### src/rtl/fv_pkg.sv
// -----------------------------------------------------------------------------
// fv_pkg
// Shared feature-vector memory definitions:
//   Num_Banks_FV        number of FV memory banks (power of two)
//   FV_info_bank_width  full FV address width; the upper log2(Num_Banks_FV)
//                       bits select the bank, the rest is the in-bank address
//   FV_MEM_CNTL2FV_Bank_CNTL  per-bank command {valid, PE_tag, FV_Bank_addr}
// -----------------------------------------------------------------------------
package fv_pkg;

   localparam int Num_Banks_FV       = 4;
   localparam int FV_info_bank_width = 12;
   localparam int FV_PE_TAG_W        = 4;
   localparam int FV_BANK_SEL_W      = $clog2(Num_Banks_FV);
   localparam int FV_BANK_ADDR_W     = FV_info_bank_width - FV_BANK_SEL_W;

   typedef struct packed {
      logic                      valid;
      logic [FV_PE_TAG_W-1:0]    PE_tag;
      logic [FV_BANK_ADDR_W-1:0] FV_Bank_addr;
   } FV_MEM_CNTL2FV_Bank_CNTL;

   // Build a valid bank command from a winning requester's tag and bank address.
   function automatic FV_MEM_CNTL2FV_Bank_CNTL fv_make_cmd(
      input logic [FV_PE_TAG_W-1:0]    tag,
      input logic [FV_BANK_ADDR_W-1:0] bank_addr
   );
      FV_MEM_CNTL2FV_Bank_CNTL cmd;
      cmd.valid        = 1'b1;
      cmd.PE_tag       = tag;
      cmd.FV_Bank_addr = bank_addr;
      return cmd;
   endfunction

endpackage

### src/rtl/fv_bank_arbiter_if.sv
// -----------------------------------------------------------------------------
// fv_bank_arbiter_if
// Request handshake between the FV request FIFOs and the bank arbiter.
//   req_valid  [NUM_REQ]         requester i holds a request
//   req_addr   [NUM_REQ][ADDR_W] full FV address per requester
//   req_tag    [NUM_REQ][TAG_W]  PE tag per requester
//   req_ready  [NUM_REQ]         grant; transfer when valid & ready
// master = requester side, slave = arbiter side.
// -----------------------------------------------------------------------------
interface fv_bank_arbiter_if
   import fv_pkg::*;
#(
   parameter int NUM_REQ = 4,
   parameter int ADDR_W  = FV_info_bank_width,
   parameter int TAG_W   = FV_PE_TAG_W
);

   logic [NUM_REQ-1:0]             req_valid;
   logic [NUM_REQ-1:0][ADDR_W-1:0] req_addr;
   logic [NUM_REQ-1:0][TAG_W-1:0]  req_tag;
   logic [NUM_REQ-1:0]             req_ready;

   modport master (
      output req_valid,
      output req_addr,
      output req_tag,
      input  req_ready
   );

   modport slave (
      input  req_valid,
      input  req_addr,
      input  req_tag,
      output req_ready
   );

endinterface

### src/rtl/fv_rr_arbiter.sv
// -----------------------------------------------------------------------------
// fv_rr_arbiter
// Single-bank round-robin arbiter. Picks the first candidate at or above the
// priority pointer (wrapping) and moves the pointer just past the winner.
//   clk, reset    clock, asynchronous active-low reset
//   cand [N]      requesters currently asking for this bank
//   eligible      bank can accept a command this cycle
//   grant [N]     one-hot grant (all zero when no grant)
//   winner        index of the granted requester
//   grant_valid   a grant is issued this cycle
// -----------------------------------------------------------------------------
module fv_rr_arbiter
   import fv_pkg::*;
#(
   parameter int N = 4
) (
   input  logic                 clk,
   input  logic                 reset,
   input  logic [N-1:0]         cand,
   input  logic                 eligible,
   output logic [N-1:0]         grant,
   output logic [$clog2(N)-1:0] winner,
   output logic                 grant_valid
);

   localparam int IDX_W = $clog2(N);

   logic [IDX_W-1:0] rr_ptr_r;
   logic [IDX_W-1:0] idx_s;
   logic             found_s;
   logic             hit_s;

   // Wrapping search from the pointer; the first hit wins and later hits are masked.
   always_comb begin
      found_s = 1'b0;
      hit_s   = 1'b0;
      idx_s   = {IDX_W{1'b0}};
      winner  = {IDX_W{1'b0}};
      for (int k = 0; k < N; k++) begin
         idx_s   = rr_ptr_r + IDX_W'(k);
         hit_s   = ~found_s & cand[idx_s];
         winner  = hit_s ? idx_s : winner;
         found_s = found_s | hit_s;
      end
      grant_valid   = eligible & found_s;
      grant         = {N{1'b0}};
      grant[winner] = grant_valid;
   end

   // Priority pointer: moves to winner+1 on a grant (natural wrap), else holds.
   always_ff @(posedge clk or negedge reset) begin
      if (!reset) begin
         rr_ptr_r <= {IDX_W{1'b0}};
      end else if (grant_valid) begin
         rr_ptr_r <= winner + 1'b1;
      end else begin
         rr_ptr_r <= rr_ptr_r;
      end
   end

endmodule

### src/rtl/fv_bank_arbiter.sv
// -----------------------------------------------------------------------------
// fv_bank_arbiter
// Shares the FV memory banks between independent FV request sources. Each bank
// has its own round-robin arbiter; the winner gets a combinational req_ready
// and, one cycle later, a registered one-cycle command on its bank.
//   clk                          clock, all state on rising edge
//   reset                        asynchronous active-low reset
//   req_if (slave)               req_valid / req_addr / req_tag / req_ready
//   Bank_busy [NUM_BANKS]        bank controller busy
//   FV_MEM_CNTL2FV_Bank_CNTL_out per-bank {valid, PE_tag, FV_Bank_addr}
// TAG_W and ADDR_W are expected to match the widths in fv_pkg.
// -----------------------------------------------------------------------------
module fv_bank_arbiter
   import fv_pkg::*;
#(
   parameter int NUM_REQ   = 4,
   parameter int NUM_BANKS = Num_Banks_FV,
   parameter int ADDR_W    = FV_info_bank_width,
   parameter int TAG_W     = FV_PE_TAG_W
) (
   input  logic                                    clk,
   input  logic                                    reset,
   fv_bank_arbiter_if.slave                        req_if,
   input  logic [NUM_BANKS-1:0]                    Bank_busy,
   output FV_MEM_CNTL2FV_Bank_CNTL [NUM_BANKS-1:0] FV_MEM_CNTL2FV_Bank_CNTL_out
);

   localparam int SEL_W     = $clog2(NUM_BANKS);
   localparam int REQ_IDX_W = $clog2(NUM_REQ);
   localparam int BADDR_W   = ADDR_W - SEL_W;

   logic [NUM_BANKS-1:0][NUM_REQ-1:0]   cand_s;
   logic [NUM_BANKS-1:0][NUM_REQ-1:0]   grant_s;
   logic [NUM_BANKS-1:0][REQ_IDX_W-1:0] winner_s;
   logic [NUM_BANKS-1:0]                grant_valid_s;
   logic [NUM_BANKS-1:0]                eligible_s;
   logic [NUM_REQ-1:0]                  ready_s;
   FV_MEM_CNTL2FV_Bank_CNTL [NUM_BANKS-1:0] out_r;

   // Bank decode and eligibility. A bank whose command register is still valid
   // is skipped: its busy flag only rises one cycle after it accepts.
   always_comb begin
      cand_s     = {(NUM_BANKS*NUM_REQ){1'b0}};
      eligible_s = {NUM_BANKS{1'b0}};
      for (int b = 0; b < NUM_BANKS; b++) begin
         eligible_s[b] = ~Bank_busy[b] & ~out_r[b].valid;
         for (int i = 0; i < NUM_REQ; i++) begin
            cand_s[b][i] = req_if.req_valid[i] &
                           (req_if.req_addr[i][ADDR_W-1 -: SEL_W] == SEL_W'(b));
         end
      end
   end

   for (genvar b = 0; b < NUM_BANKS; b++) begin : g_bank
      fv_rr_arbiter #(
         .N(NUM_REQ)
      ) u_arb (
         .clk        (clk),
         .reset      (reset),
         .cand       (cand_s[b]),
         .eligible   (eligible_s[b]),
         .grant      (grant_s[b]),
         .winner     (winner_s[b]),
         .grant_valid(grant_valid_s[b])
      );
   end

   // Merge per-bank grants onto req_ready. A requester addresses a single bank,
   // so at most one bank can grant it. Held low while reset is asserted.
   always_comb begin
      ready_s = {NUM_REQ{1'b0}};
      for (int b = 0; b < NUM_BANKS; b++) begin
         ready_s = ready_s | grant_s[b];
      end
      if (reset) begin
         req_if.req_ready = ready_s;
      end else begin
         req_if.req_ready = {NUM_REQ{1'b0}};
      end
   end

   // Command registers: one-cycle valid per grant; tag/address hold otherwise.
   always_ff @(posedge clk or negedge reset) begin
      if (!reset) begin
         out_r <= {($bits(FV_MEM_CNTL2FV_Bank_CNTL)*NUM_BANKS){1'b0}};
      end else begin
         for (int b = 0; b < NUM_BANKS; b++) begin
            if (grant_valid_s[b]) begin
               out_r[b] <= fv_make_cmd(req_if.req_tag[winner_s[b]],
                                       req_if.req_addr[winner_s[b]][BADDR_W-1:0]);
            end else begin
               out_r[b].valid <= 1'b0;
            end
         end
      end
   end

   assign FV_MEM_CNTL2FV_Bank_CNTL_out = out_r;

endmodule

### src/flat_wrapper.sv
// flat-port wrapper written by rule: the top's interface ports become plain ports
module fv_bank_arbiter_flat import fv_pkg::*;
#(
   parameter int NUM_REQ   = 4,
   parameter int NUM_BANKS = Num_Banks_FV,
   parameter int ADDR_W    = FV_info_bank_width,
   parameter int TAG_W     = FV_PE_TAG_W
)
  (clk, reset, Bank_busy, FV_MEM_CNTL2FV_Bank_CNTL_out, req_if_req_valid, req_if_req_addr, req_if_req_tag, req_if_req_ready);
  fv_bank_arbiter_if #(.NUM_REQ(NUM_REQ), .ADDR_W(ADDR_W), .TAG_W(TAG_W)) req_if_i ();
  input  logic clk;
  input  logic reset;
  input  logic [NUM_BANKS-1:0] Bank_busy;
  output FV_MEM_CNTL2FV_Bank_CNTL [NUM_BANKS-1:0] FV_MEM_CNTL2FV_Bank_CNTL_out;
  input wire logic [$bits(req_if_i.req_valid)-1:0] req_if_req_valid;
  input wire logic [$bits(req_if_i.req_addr)-1:0] req_if_req_addr;
  input wire logic [$bits(req_if_i.req_tag)-1:0] req_if_req_tag;
  output wire logic [$bits(req_if_i.req_ready)-1:0] req_if_req_ready;
  assign req_if_i.req_valid = req_if_req_valid;
  assign req_if_i.req_addr = req_if_req_addr;
  assign req_if_i.req_tag = req_if_req_tag;
  assign req_if_req_ready = req_if_i.req_ready;
  fv_bank_arbiter #(.NUM_REQ(NUM_REQ), .NUM_BANKS(NUM_BANKS), .ADDR_W(ADDR_W), .TAG_W(TAG_W)) u_core (.clk(clk), .reset(reset), .req_if(req_if_i), .Bank_busy(Bank_busy), .FV_MEM_CNTL2FV_Bank_CNTL_out(FV_MEM_CNTL2FV_Bank_CNTL_out));
endmodule
### config.mk
export PLATFORM = sky130hd
export DESIGN_NAME = fv_bank_arbiter_flat
export DESIGN_NICKNAME = d
export VERILOG_FILES = /design/src/rtl/fv_pkg.sv /design/src/rtl/fv_bank_arbiter_if.sv /design/src/rtl/fv_rr_arbiter.sv /design/src/rtl/fv_bank_arbiter.sv /design/src/flat_wrapper.sv
export SDC_FILE = /design/constraint.sdc
export NUM_CORES = 1
export LEC_CHECK = 0
export BUFFER_PORTS_ARGS = -buffer_cell sky130_fd_sc_hd__buf_2
export CELL_PAD_IN_SITES_DETAIL_PLACEMENT = 2
export CELL_PAD_IN_SITES_GLOBAL_PLACEMENT = 2
export CORE_MARGIN = 2
export CORE_UTILIZATION = 35
export DETAILED_ROUTE_END_ITERATION = 7
export PLACE_DENSITY = 0.95
export SLEW_MARGIN = 20
export SYNTH_ARGS = -nofsm -noshare
export SYNTH_HDL_FRONTEND = slang
export SYNTH_SLANG_ARGS = --single-unit
export TNS_END_PERCENT = 10
### constraint.sdc
create_clock -name clk -period 3.7 [get_ports clk]
set_clock_uncertainty 0.1 [all_clocks]
set_input_delay 0.185 -clock clk [delete_from_list [all_inputs] [get_ports clk]]
set_output_delay 0.185 -clock clk [all_outputs]
set_load 0.01 [all_outputs]
==> impl_summary.md <==
CTS
The TritonCTS clock tree is yes. The number of buffers inserted by hold repair at cts is 1. The post-CTS setup repair buffer count is 0. The number of clock buffers added by TritonCTS is 9.

The maximum number of buffers from clock root to sink is 2. After clock tree synthesis, the clock-pin slew on the worst setup and hold paths is 0.06 ns. In this run the number of H-tree levels came out at 3. The clock tree root driver cell is clkbuf_16. The quantity of gates resized following cts is 0. The clock network latency to the later pin of the worst-skew pair is 0.34 ns.

The clock sink count is 68.

Critical path
In this run the worst path has a maximum fanout of 19. The startpoint class of the critical path is a flip-flop. The kind of critical path is flip-flop to output pin.

For the worst setup path, the data required time is 3.41 ns. The depth of the worst register-to-register path is 5. The slowest cell on the critical path is a311o_1. STA classifies the critical path endpoint as an output pin. The arrival time of data at the critical path endpoint is 2.96 ns. The critical path goes through a311o_1 -> clkinv_2 -> nand2_1 -> o221ai_1 -> and2_1 -> buf_2.

The reg-to-reg startpoint is u_core.FV_MEM_CNTL2FV_Bank_CNTL_out[29]. The worst reg-to-reg setup slack is 0.55 ns. The critical register-to-register path endpoint is u_core.FV_MEM_CNTL2FV_Bank_CNTL_out[26]. The delay of the slowest critical-path stage is 0.83 ns.

Routing
The average routed wire per standard cell is 28.5 µm. In the routed design, unresolved DRC markers number 0. The detailed-routing iteration count for the pre-antenna-repair pass is 5.

In the routed layout, each cell is associated on average with a via count of 6.26. The first routing iteration left 260 violations. Summing over every cut layer, the via total after detailed routing is 4812. In this run the remaining antenna-violating nets after routing total 0. The routed design has 21.9 mm of wire.

Layout
In the layout the commonest cells are buf_2 (136), mux2i_1 (85), dfrtp_1 (68). The net count of the finished layout is 669. In the final layout, the share of cells above drive strength 1 is 32.3%.

The area growth from synthesis to layout is 23.0%. The most common cell after layout, fill and taps aside is buf_2. Counting the fill cells in the layout gives 1398.

Synthesis
The most used flip-flop cell after synthesis is dfrtp_1. The number of nets in the synthesized netlist is 541. The synthesized design contains 68 register bits. For this run, the number of Yosys warnings is 0. The number of enable flip-flop cells after synthesis is 0. The async set or reset register ratio after synthesis is 100%. In this run the cell area of the synthesized design comes to 4800 µm².

A synthesized cell averages 10.5 µm². The count of unique library cells instantiated by Yosys is 62. Synthesis produced a netlist whose cell count is 459.

Of the synthesized area, sequential elements account for 35.5%.

Min path
The path class of the lowest-slack min-delay path is input pin to flip-flop. For hold timing, the worst endpoint is u_core.g_bank[3].u_arb.rr_ptr_r[0]. The cell depth of the worst min-delay path is 2. The launch instance of the worst min-delay path is Bank_busy[3].

GRT
Global routing consumed, over all layers together, 30.4% of the routing resources. The number of antenna violations at the first check in global routing is 1. The number of global-route vias before repair is 5448. The wire length of the first global-routing pass is 33.1 mm.

The remaining global-route overflow is 0. The pin count of the biggest net entering global routing is 46.

STA
The minimum clock period is 3.25 ns. The count of endpoints failing setup in the final report is 0. The ratio of final minimum period to clock period is 87.8%. The normalized max-slew margin is 26.7%.

For the final routed database, the setup TNS stands at 0 ns. Based on the critical path, the design can be clocked at up to 308 MHz. The count of final hold-check violations was 0. The slew of the pin with the lowest slew margin is 1.10 ns. Setup repair after global routing left no endpoint under its margin.

The number of max-slew violations in the final report is 0.

Power
Power spread over the standard cell area amounts to 517 nW/µm². The highest ir drop seen on vdd is 201 µV. After layout, the design draws a total of 3.05 mW. The leakage dissipation is 2.52 nW.

Floorplan
The floorplan die width is 121 µm. The total I/O pin count is 138. The initial core utilization is 36.1%. The core region is 13300 µm². The overall die height is 121 µm. The floorplan row count is 42. The die covers 14700 µm².

Place
The global placer's final weighted congestion is 0.861. The number of I/O port buffers is 137. Summed over all nets, the half-perimeter wirelength after detailed placement is 13.6 mm.

Run status
The flow ran to the end, and the final reports show no timing, DRC or antenna violations.

Run
The tool flagged a number of max-cap violations equal to 0.
==> synthesized netlist by cell type (all sizes together), types with 4 or more instances <==
cell,count,area (µm²)
mux2i,85,851
dfrtp,68,1700
nand2,38,153
o221ai,30,288
mux2,29,327
buf,28,199
nor2,21,78.8
a21oi,19,98.9
o22ai,19,131
a211oi,16,145
o2bb2ai,14,123
inv,10,37.5
ha,8,100
nand3b,6,45.0
o21ai,6,30.0
and3b,5,43.8
nand3,5,25.0
a311o,4,40.0
and2,4,25.0
==> flip-flops by register name (all words and copies together) (netlist names) <==
signal                               count
u_core.g_bank.u_arb.rr_ptr_r             8
u_core.FV_MEM_CNTL2FV_Bank_CNTL_out     60
==> final cells by class <==
class	instances	area (µm²)	area share, %
tap	176	220	3.73
antenna	1	2.50	0.0424
timing repair buffer	148	773	13.1
multi-input combinational	347	2870	48.6
clock buffer	11	243	4.12
inverter	13	56.3	0.955
sequential	68	1700	28.9
clock inverter	5	36.3	0.615
==> metrics by stage <==
step           cells  instance area [µm²]  util [%]  hold slack (ns)  setup slack (ns)
2_1_floorplan    459                 4800         -           -0.211              1.60
3_3_place_gp     751                 5610      42.2           0.0294             0.909
3_5_place_dp     751                 5610      42.2           0.0275             0.671
4_1_cts          768                 5900      44.3           0.0448             0.472
5_1_grt          769                 5900      44.4           0.0607             0.351
6_report         769                 5900      44.4           0.0442             0.453
==> cells by family after synthesis <==
kind of cell             Yosys count  synth area share [%]
multiplexers                     114                  24.5
AO/OA/AOI/OAI                    127                  21.5
buffers and inverters             44                  5.56
AND/OR/NAND/NOR                   96                  10.5
adder cells (fa/ha/maj)            8                  2.09
XOR/XNOR                           2                 0.365
flip-flops                        68                  35.5
==> how the worst max path moves through the flow <==
stage / start / to / slack (ns) / cells after the start
after floorplan: req_if_req_addr[22] / req_if_req_ready[0] / 1.60 / 9
after global placement: req_if_req_valid[1] / u_core.FV_MEM_CNTL2FV_Bank_CNTL_out[20] / 0.91 / 8
after detailed placement: req_if_req_valid[1] / u_core.FV_MEM_CNTL2FV_Bank_CNTL_out[26] / 0.67 / 8
after CTS: u_core.g_bank[2].u_arb.rr_ptr_r[0] / req_if_req_ready[0] / 0.47 / 8
after global routing: u_core.g_bank[2].u_arb.rr_ptr_r[0] / req_if_req_ready[2] / 0.35 / 8
final: u_core.FV_MEM_CNTL2FV_Bank_CNTL_out[29] / req_if_req_ready[3] / 0.45 / 6
==> critical path, delay by kind of cell, from the launching register on <==
kind            cells  cell delay (ns)
buf+inv             2             0.70
flops               1             0.45
compound gates      2             0.99
simple gates        2             0.47
==> where the power goes <==
| part | total [mW] | switching, mW | internal (mW) | leakage (nW) |
|---|---|---|---|---|
| clock | 0.852 | 0.377 | 0.474 | 0.128 |
| combinational | 1.06 | 0.639 | 0.419 | 1.58 |
| sequential | 1.14 | 0.192 | 0.949 | 0.808 |
| total | 3.05 | 1.21 | 1.84 | 2.52 |
==> layer usage <==
metal,vias up,wire length [µm],global-route usage (%)
met5,-,0,0
li1,2027,-,-
met1,2479,8730,36.3
met2,239,10900,52.3
met4,0,910,14.6
met3,67,1330,5.87
Power figures use the tool's default switching activity.
